`config.mk`:
```
export PLATFORM = sky130hd
export DESIGN_NAME = hazard_stall_unit
export DESIGN_NICKNAME = d
export VERILOG_FILES = /design/src/rtl/hazard_stall_unit.sv
export SDC_FILE = /design/constraint.sdc
export NUM_CORES = 1
export LEC_CHECK = 0
export ABC_CLOCK_PERIOD_IN_PS = 1750
export CORE_ASPECT_RATIO = 1.5
export CORE_UTILIZATION = 42
export DETAILED_ROUTE_END_ITERATION = 7
export PLACE_DENSITY = 0.73
export SYNTH_ARGS = -nofsm -noshare
export SYNTH_HDL_FRONTEND = slang
export SYNTH_SLANG_ARGS = --single-unit
```
`constraint.sdc`:
```
create_clock -name clk -period 1.75 [get_ports clk]
set_input_delay 0.175 -clock clk [delete_from_list [all_inputs] [get_ports clk]]
set_output_delay 0.175 -clock clk [all_outputs]
set_load 0.05 [all_outputs]
```
`src/rtl/hazard_stall_unit.sv`:
```
// Hazard and stall control for a 5-stage RV32I pipeline: operand forwarding, load-use stall,
// branch flush and whole-pipeline freeze while data memory is busy, plus debug event counters.
module hazard_stall_unit #(
  parameter int TIMEOUT = 16,
  parameter int CNT_W   = 16
) (
  input  logic             clk,
  input  logic             reset,
  input  logic [4:0]       if_id_rs1,
  input  logic [4:0]       if_id_rs2,
  input  logic [4:0]       id_ex_rs1,
  input  logic [4:0]       id_ex_rs2,
  input  logic [4:0]       id_ex_rd,
  input  logic             id_ex_memread,
  input  logic             ex_mem_regwrite,
  input  logic [4:0]       ex_mem_rd,
  input  logic             mem_wb_regwrite,
  input  logic [4:0]       mem_wb_rd,
  input  logic             branch_taken,
  input  logic             mem_busy,
  output logic [1:0]       fwd_a,
  output logic [1:0]       fwd_b,
  output logic             pc_write,
  output logic             if_id_write,
  output logic             if_id_flush,
  output logic             id_ex_flush,
  output logic             ex_mem_write,
  output logic             mem_wb_bubble,
  output logic             mem_err,
  output logic [CNT_W-1:0] stall_cnt,
  output logic [CNT_W-1:0] flush_cnt,
  output logic [CNT_W-1:0] freeze_cnt
);

  localparam int WAIT_W = (TIMEOUT > 1) ? $clog2(TIMEOUT) : 1;
  localparam logic [WAIT_W-1:0] WAIT_LAST = WAIT_W'(TIMEOUT - 1);

  typedef enum logic [1:0] {
    RUN      = 2'd0,
    MEM_WAIT = 2'd1,
    ERROR    = 2'd2
  } state_t;

  state_t            state, state_next;
  logic [WAIT_W-1:0] wait_cnt;
  logic              freeze, flush, load_use;

  // Forwarding select for one ALU operand; EX/MEM is the younger result and wins.
  function automatic logic [1:0] fwd_sel(input logic [4:0] rs);
    if (ex_mem_regwrite && (ex_mem_rd != 5'd0) && (ex_mem_rd == rs))
      return 2'b10;
    else if (mem_wb_regwrite && (mem_wb_rd != 5'd0) && (mem_wb_rd == rs))
      return 2'b01;
    else
      return 2'b00;
  endfunction

  assign fwd_a = fwd_sel(id_ex_rs1);
  assign fwd_b = fwd_sel(id_ex_rs2);

  // ---------------------------------------------------------------- state register
  // NOTE: state elements use non-blocking assignments so every flop samples pre-edge values.
  always_ff @(posedge clk or posedge reset) begin
    if (reset) state <= RUN;
    else       state <= state_next;
  end

  // ---------------------------------------------------------------- next-state logic
  // NOTE: default assignment first so no path through the block leaves state_next unassigned (no latch).
  always_comb begin
    state_next = state;
    case (state)
      RUN: begin
        if (mem_busy) state_next = (TIMEOUT <= 1) ? ERROR : MEM_WAIT;
      end
      MEM_WAIT: begin
        if (!mem_busy)                   state_next = RUN;
        else if (wait_cnt == WAIT_LAST)  state_next = ERROR;
      end
      ERROR:   state_next = ERROR;
      default: state_next = RUN;
    endcase
  end

  // ---------------------------------------------------------------- output logic
  assign freeze   = (state != RUN) || mem_busy;
  assign flush    = !freeze && branch_taken;
  assign load_use = !freeze && !branch_taken && id_ex_memread && (id_ex_rd != 5'd0) &&
                    ((id_ex_rd == if_id_rs1) || (id_ex_rd == if_id_rs2));

  always_comb begin
    pc_write      = 1'b1;
    if_id_write   = 1'b1;
    if_id_flush   = 1'b0;
    id_ex_flush   = 1'b0;
    ex_mem_write  = 1'b1;
    mem_wb_bubble = 1'b0;
    if (freeze) begin
      pc_write      = 1'b0;
      if_id_write   = 1'b0;
      ex_mem_write  = 1'b0;
      mem_wb_bubble = 1'b1;
    end else if (flush) begin
      if_id_flush   = 1'b1;
      id_ex_flush   = 1'b1;
    end else if (load_use) begin
      // One bubble only: next cycle ID/EX holds the bubble with MemRead cleared.
      pc_write      = 1'b0;
      if_id_write   = 1'b0;
      id_ex_flush   = 1'b1;
    end
  end

  // ---------------------------------------------------------------- wait-state timer and error flag
  // wait_cnt equals the number of busy cycles already seen, so the TIMEOUT-th busy cycle sees TIMEOUT-1.
  always_ff @(posedge clk or posedge reset) begin
    if (reset) begin
      wait_cnt <= '0;
      mem_err  <= 1'b0;
    end else begin
      case (state)
        RUN:      wait_cnt <= mem_busy ? WAIT_W'(1) : '0;
        MEM_WAIT: if (wait_cnt != WAIT_LAST) wait_cnt <= wait_cnt + 1'b1;
        default:  wait_cnt <= wait_cnt;
      endcase
      if (state_next == ERROR) mem_err <= 1'b1;
    end
  end

  // ---------------------------------------------------------------- saturating event counters
  always_ff @(posedge clk or posedge reset) begin
    if (reset) begin
      stall_cnt  <= '0;
      flush_cnt  <= '0;
      freeze_cnt <= '0;
    end else begin
      if (load_use && (stall_cnt  != '1)) stall_cnt  <= stall_cnt  + 1'b1;
      if (flush    && (flush_cnt  != '1)) flush_cnt  <= flush_cnt  + 1'b1;
      if (freeze   && (freeze_cnt != '1)) freeze_cnt <= freeze_cnt + 1'b1;
    end
  end

endmodule

```
==> reports/results.tsv <==
stage	metric	value	unit
timing	setup_viol	17	
timing	layout_min_cycle_time	1.98	ns
route	via_per_inst	5.10	
place	placed_cell_area	4740	um^2
setup_path	critPathMaxFanout	3	
clock_network	clk_path_buf_depth	2	
cells_and_area	final_cells	573	
timing	grt_setup_unrepaired	yes	
timing	worst_slew_pin_slew	0.530	ns
place	portBuffers	100	
synth	ys_seq_area_share	44.8	%
cells_and_area	fillCellCount	480	
floorplanning	io_pins	101	
pwr	clockPowerShare	32.3	%
cells_and_area	drive_gt1_share	42.9	%
timing	timing.hold.ws	0.208	ns
setup_path	rrSetupSlack	-0.13	ns
synth	avgSynthCellArea	9.98	um^2
cells_and_area	multiInputGateArea	2090	um^2
clock_network	clk_pin_slew	0.11	ns
place	dp_cells	558	
clock_network	cts-root-buf	clkbuf_8	
timing	period_share	113	%
route	first_pass_iters	4	
pwr	power.total	2.41	mW
route	antenna_left	0	
cells_and_area	postLayoutCellArea	5290	um^2
floorplanning	die_x	71.9	um
pwr	p_sw	0.641	mW
setup_path	crit_path_end_kind	output port	
pwr	intPower	1.77	mW
setup_path	slowest_stage	dfrtp_1	
synth	synth-seq-cells	55	
clock_network	tritoncts	yes	
cells_and_area	regArea	1390	um^2
synth	yosysWarnings	0	
setup_path	crit_chain	nor3_4 -> inv_4 -> a2111oi_4 -> nor2b_4 -> or2_4 -> buf_8	
timing	clock_skew	0.0102	ns
pwr	ir_drop	432	uV
place	gp_congestion	0.811	
job	maxCapViolations	0	
status	status	finished with violations	
route	drc	0	
worst_hold_path	hp-class	in2async	
setup_path	slowest_delay	0.43	ns
clock_network	holdBufCountCts	0	
global_route	grt_max_degree	56	
floorplanning	dieArea	7670	um^2
synth	syn_inst	308	
synth	synth.distinct_cells	42	
floorplanning	rows	37	
setup_path	start_kind	register	
floorplanning	initial_core_util	44.0	%
route	post_drt_wl_per_cell	15.2	um
timing	slew_viol_final	0	
clock_network	htree_levels	2	
clock_network	cts_buffers	5	
timing	timing.fmax	506	MHz
pwr	switching_share	26.5	%
timing	setup_slack	-0.226	ns
timing	hold_viol	0	
route	dr.max_layer_used	met4	
timing	slew_headroom	64.6	%
status	violations	negative setup slack	
setup_path	crit_required	1.57	ns
pwr	power_density	457	nW/um^2
setup_path	worstRegToRegCells	6	
global_route	grt_pass1_wl	13.8	mm
route	met2_length	4.42	mm
pwr	pwr-share-seq	53.0	%
synth	synthesis.area	3070	um^2
global_route	antenna_found_initial	0	
route	routed_wl	8.71	mm
global_route	grt_util_all_layers	23.1	%
cells_and_area	syn_to_final_growth	71.9	%
setup_path	path_class	reg2out	
synth	syn-num-nets	354	
global_route	grt-ovfl-total	0	
clock_network	clk_latency	0.33	ns
floorplanning	die_y	107	um
cells_and_area	fin_nets	521	
floorplanning	core_area	6990	um^2
synth	yosys-top-cells-area	dfrtp_1 45%, xor2_1 13%, xnor2_1 6.8%	
pwr	comb_power_share	14.7	%
place	dp.final_hpwl	6.21	mm
cells_and_area	diodes	0	
route	vias	2923	
clock_network	cts.sinks	55	
route	drtIter0Drc	65	
route	drt-met1-wl	3.53	mm
synth	synth_top_area_share	44.8	%
global_route	grt_pass1_vias	2916	
route	wl_met3	535	um
setup_path	arrival	1.80	ns
pwr	p_leak	2.80	nW
synth	synth_largest_area_cell	dfrtp_1	
## kinds of logic after synthesis
group	Yosys count	synth area share [%]
AOI/OAI and AO/OA	25	5.58
xor gates and xnor gates	69	19.7
adders and majority gates	4	1.63
buffers and inverters	11	1.51
DFF	55	44.8
muxes	6	2.20
and+or+nand+nor	138	24.7
## Yosys cell counts
| cell type | number |
|---|---|
| o21ai_2 | 1 |
| mux2_1 | 3 |
| nand2b_1 | 2 |
| o21ai_0 | 9 |
| dfrtp_1 | 55 |
| nand3_1 | 21 |
| inv_1 | 6 |
| or4b_1 | 1 |
| mux2_2 | 3 |
| o31ai_1 | 1 |
| nor3_1 | 15 |
| o31a_1 | 1 |
| o211ai_1 | 1 |
| a21oi_1 | 7 |
| and2_1 | 7 |
| nor3b_2 | 1 |
| buf_4 | 1 |
| and3_1 | 4 |
| nand2_1 | 28 |
| or2_2 | 3 |
| clkbuf_1 | 2 |
| xor2_1 | 45 |
| nand4_1 | 11 |
| nor4_1 | 6 |
| and3b_1 | 1 |
| a31oi_1 | 1 |
| or4_1 | 4 |
| nor2b_1 | 3 |
| inv_2 | 1 |
| nor3_2 | 1 |
| and4_1 | 6 |
| o21a_1 | 1 |
| ha_1 | 4 |
| nor2_1 | 20 |
| a22oi_1 | 1 |
| buf_2 | 1 |
| nor3b_1 | 1 |
| xnor2_1 | 24 |
| o211a_1 | 1 |
| nor4_2 | 2 |
| nor3_4 | 1 |
| a2111oi_4 | 1 |
## area by class of cell
type | count | share of cell area (%)
multi-input cells | 242 | 39.6
inverters | 7 | 0.616
clock buffers | 6 | 1.56
well taps | 97 | 2.30
repair buffers | 164 | 29.3
flip-flops and latches | 55 | 26.3
clock inverters | 2 | 0.260
## critical path, delay by kind of cell (launching register included)
family                 cells  cell delay, ns
AND/OR/NAND/NOR            3            0.64
flip-flops                 1            0.43
AO/OA/AOI/OAI              1            0.22
buffers and inverters      2            0.18
## sequential cells by signal, indices dropped and copies added, names as in the netlist
| name | cells |
|---|---|
| flush_cnt | 16 |
| stall_cnt | 16 |
| freeze_cnt | 16 |
| mem_err | 1 |
| state | 2 |
| wait_cnt | 4 |
## cells in the final DEF (no fill, tap or decap), types with 4 or more instances in the layout
cell,instances
buf_4,82
xor2_1,44
dfrtp_1,42
nand2_1,24
xnor2_1,21
clkdlybuf4s50_1,21
dlymetal6s2s_1,20
nand3_1,18
nor2_1,15
dfrtp_2,13
nand4_1,11
nor3_4,11
buf_6,11
buf_12,9
nor4_4,8
clkbuf_2,8
and2_1,7
o21ai_0,7
a21oi_1,7
dlygate4sd2_1,7
clkbuf_8,6
and4_1,5
nor2_4,5
nor3_2,5
inv_1,4
or4_4,4
## routing by layer
layer	track usage (%)	vias up
li1	-	1403
met1	28.1	1391
met2	39.6	113
met3	4.61	16
met4	9.38	0
met5	0	-
## per-stage QoR
stage | TNS (ns) | utilization [%] | setup WS (ns)
after floorplan | -8.64 | - | -0.602
after global placement | -12.49 | 67.8 | -0.420
after detailed placement | -13.30 | 67.8 | -0.441
after CTS | -2.21 | 73.1 | -0.294
after global routing | -3.99 | 75.6 | -0.320
final | -1.28 | 75.6 | -0.226
## what timing repair did
action,4_1_cts,5_1_grt
endpoints found under the setup margin,31,57
pin swaps,41,21
buffers inserted,2,6
resized for setup,91,66
## power groups by stage
stage | combinational [mW] | clock (mW) | sequential (mW)
after global routing | 0.381 | 0.838 | 1.28
after global placement | 0.324 | 0 | 1.30
final | 0.355 | 0.780 | 1.28
after CTS | 0.352 | 0.794 | 1.28
after floorplan | 0.110 | 0 | 1.32
after detailed placement | 0.330 | 0 | 1.30
## final timing paths
path,startpoint,to
max in group asynchronous,reset,freeze_cnt[11]
worst max-delay path,state[1],id_ex_flush
worst min-delay path,reset,flush_cnt[1]
worst max register to register,state[0],flush_cnt[15]
min in group clk,flush_cnt[9],flush_cnt[9]
worst min register to register,flush_cnt[9],flush_cnt[9]
Power figures use the tool's default switching activity.
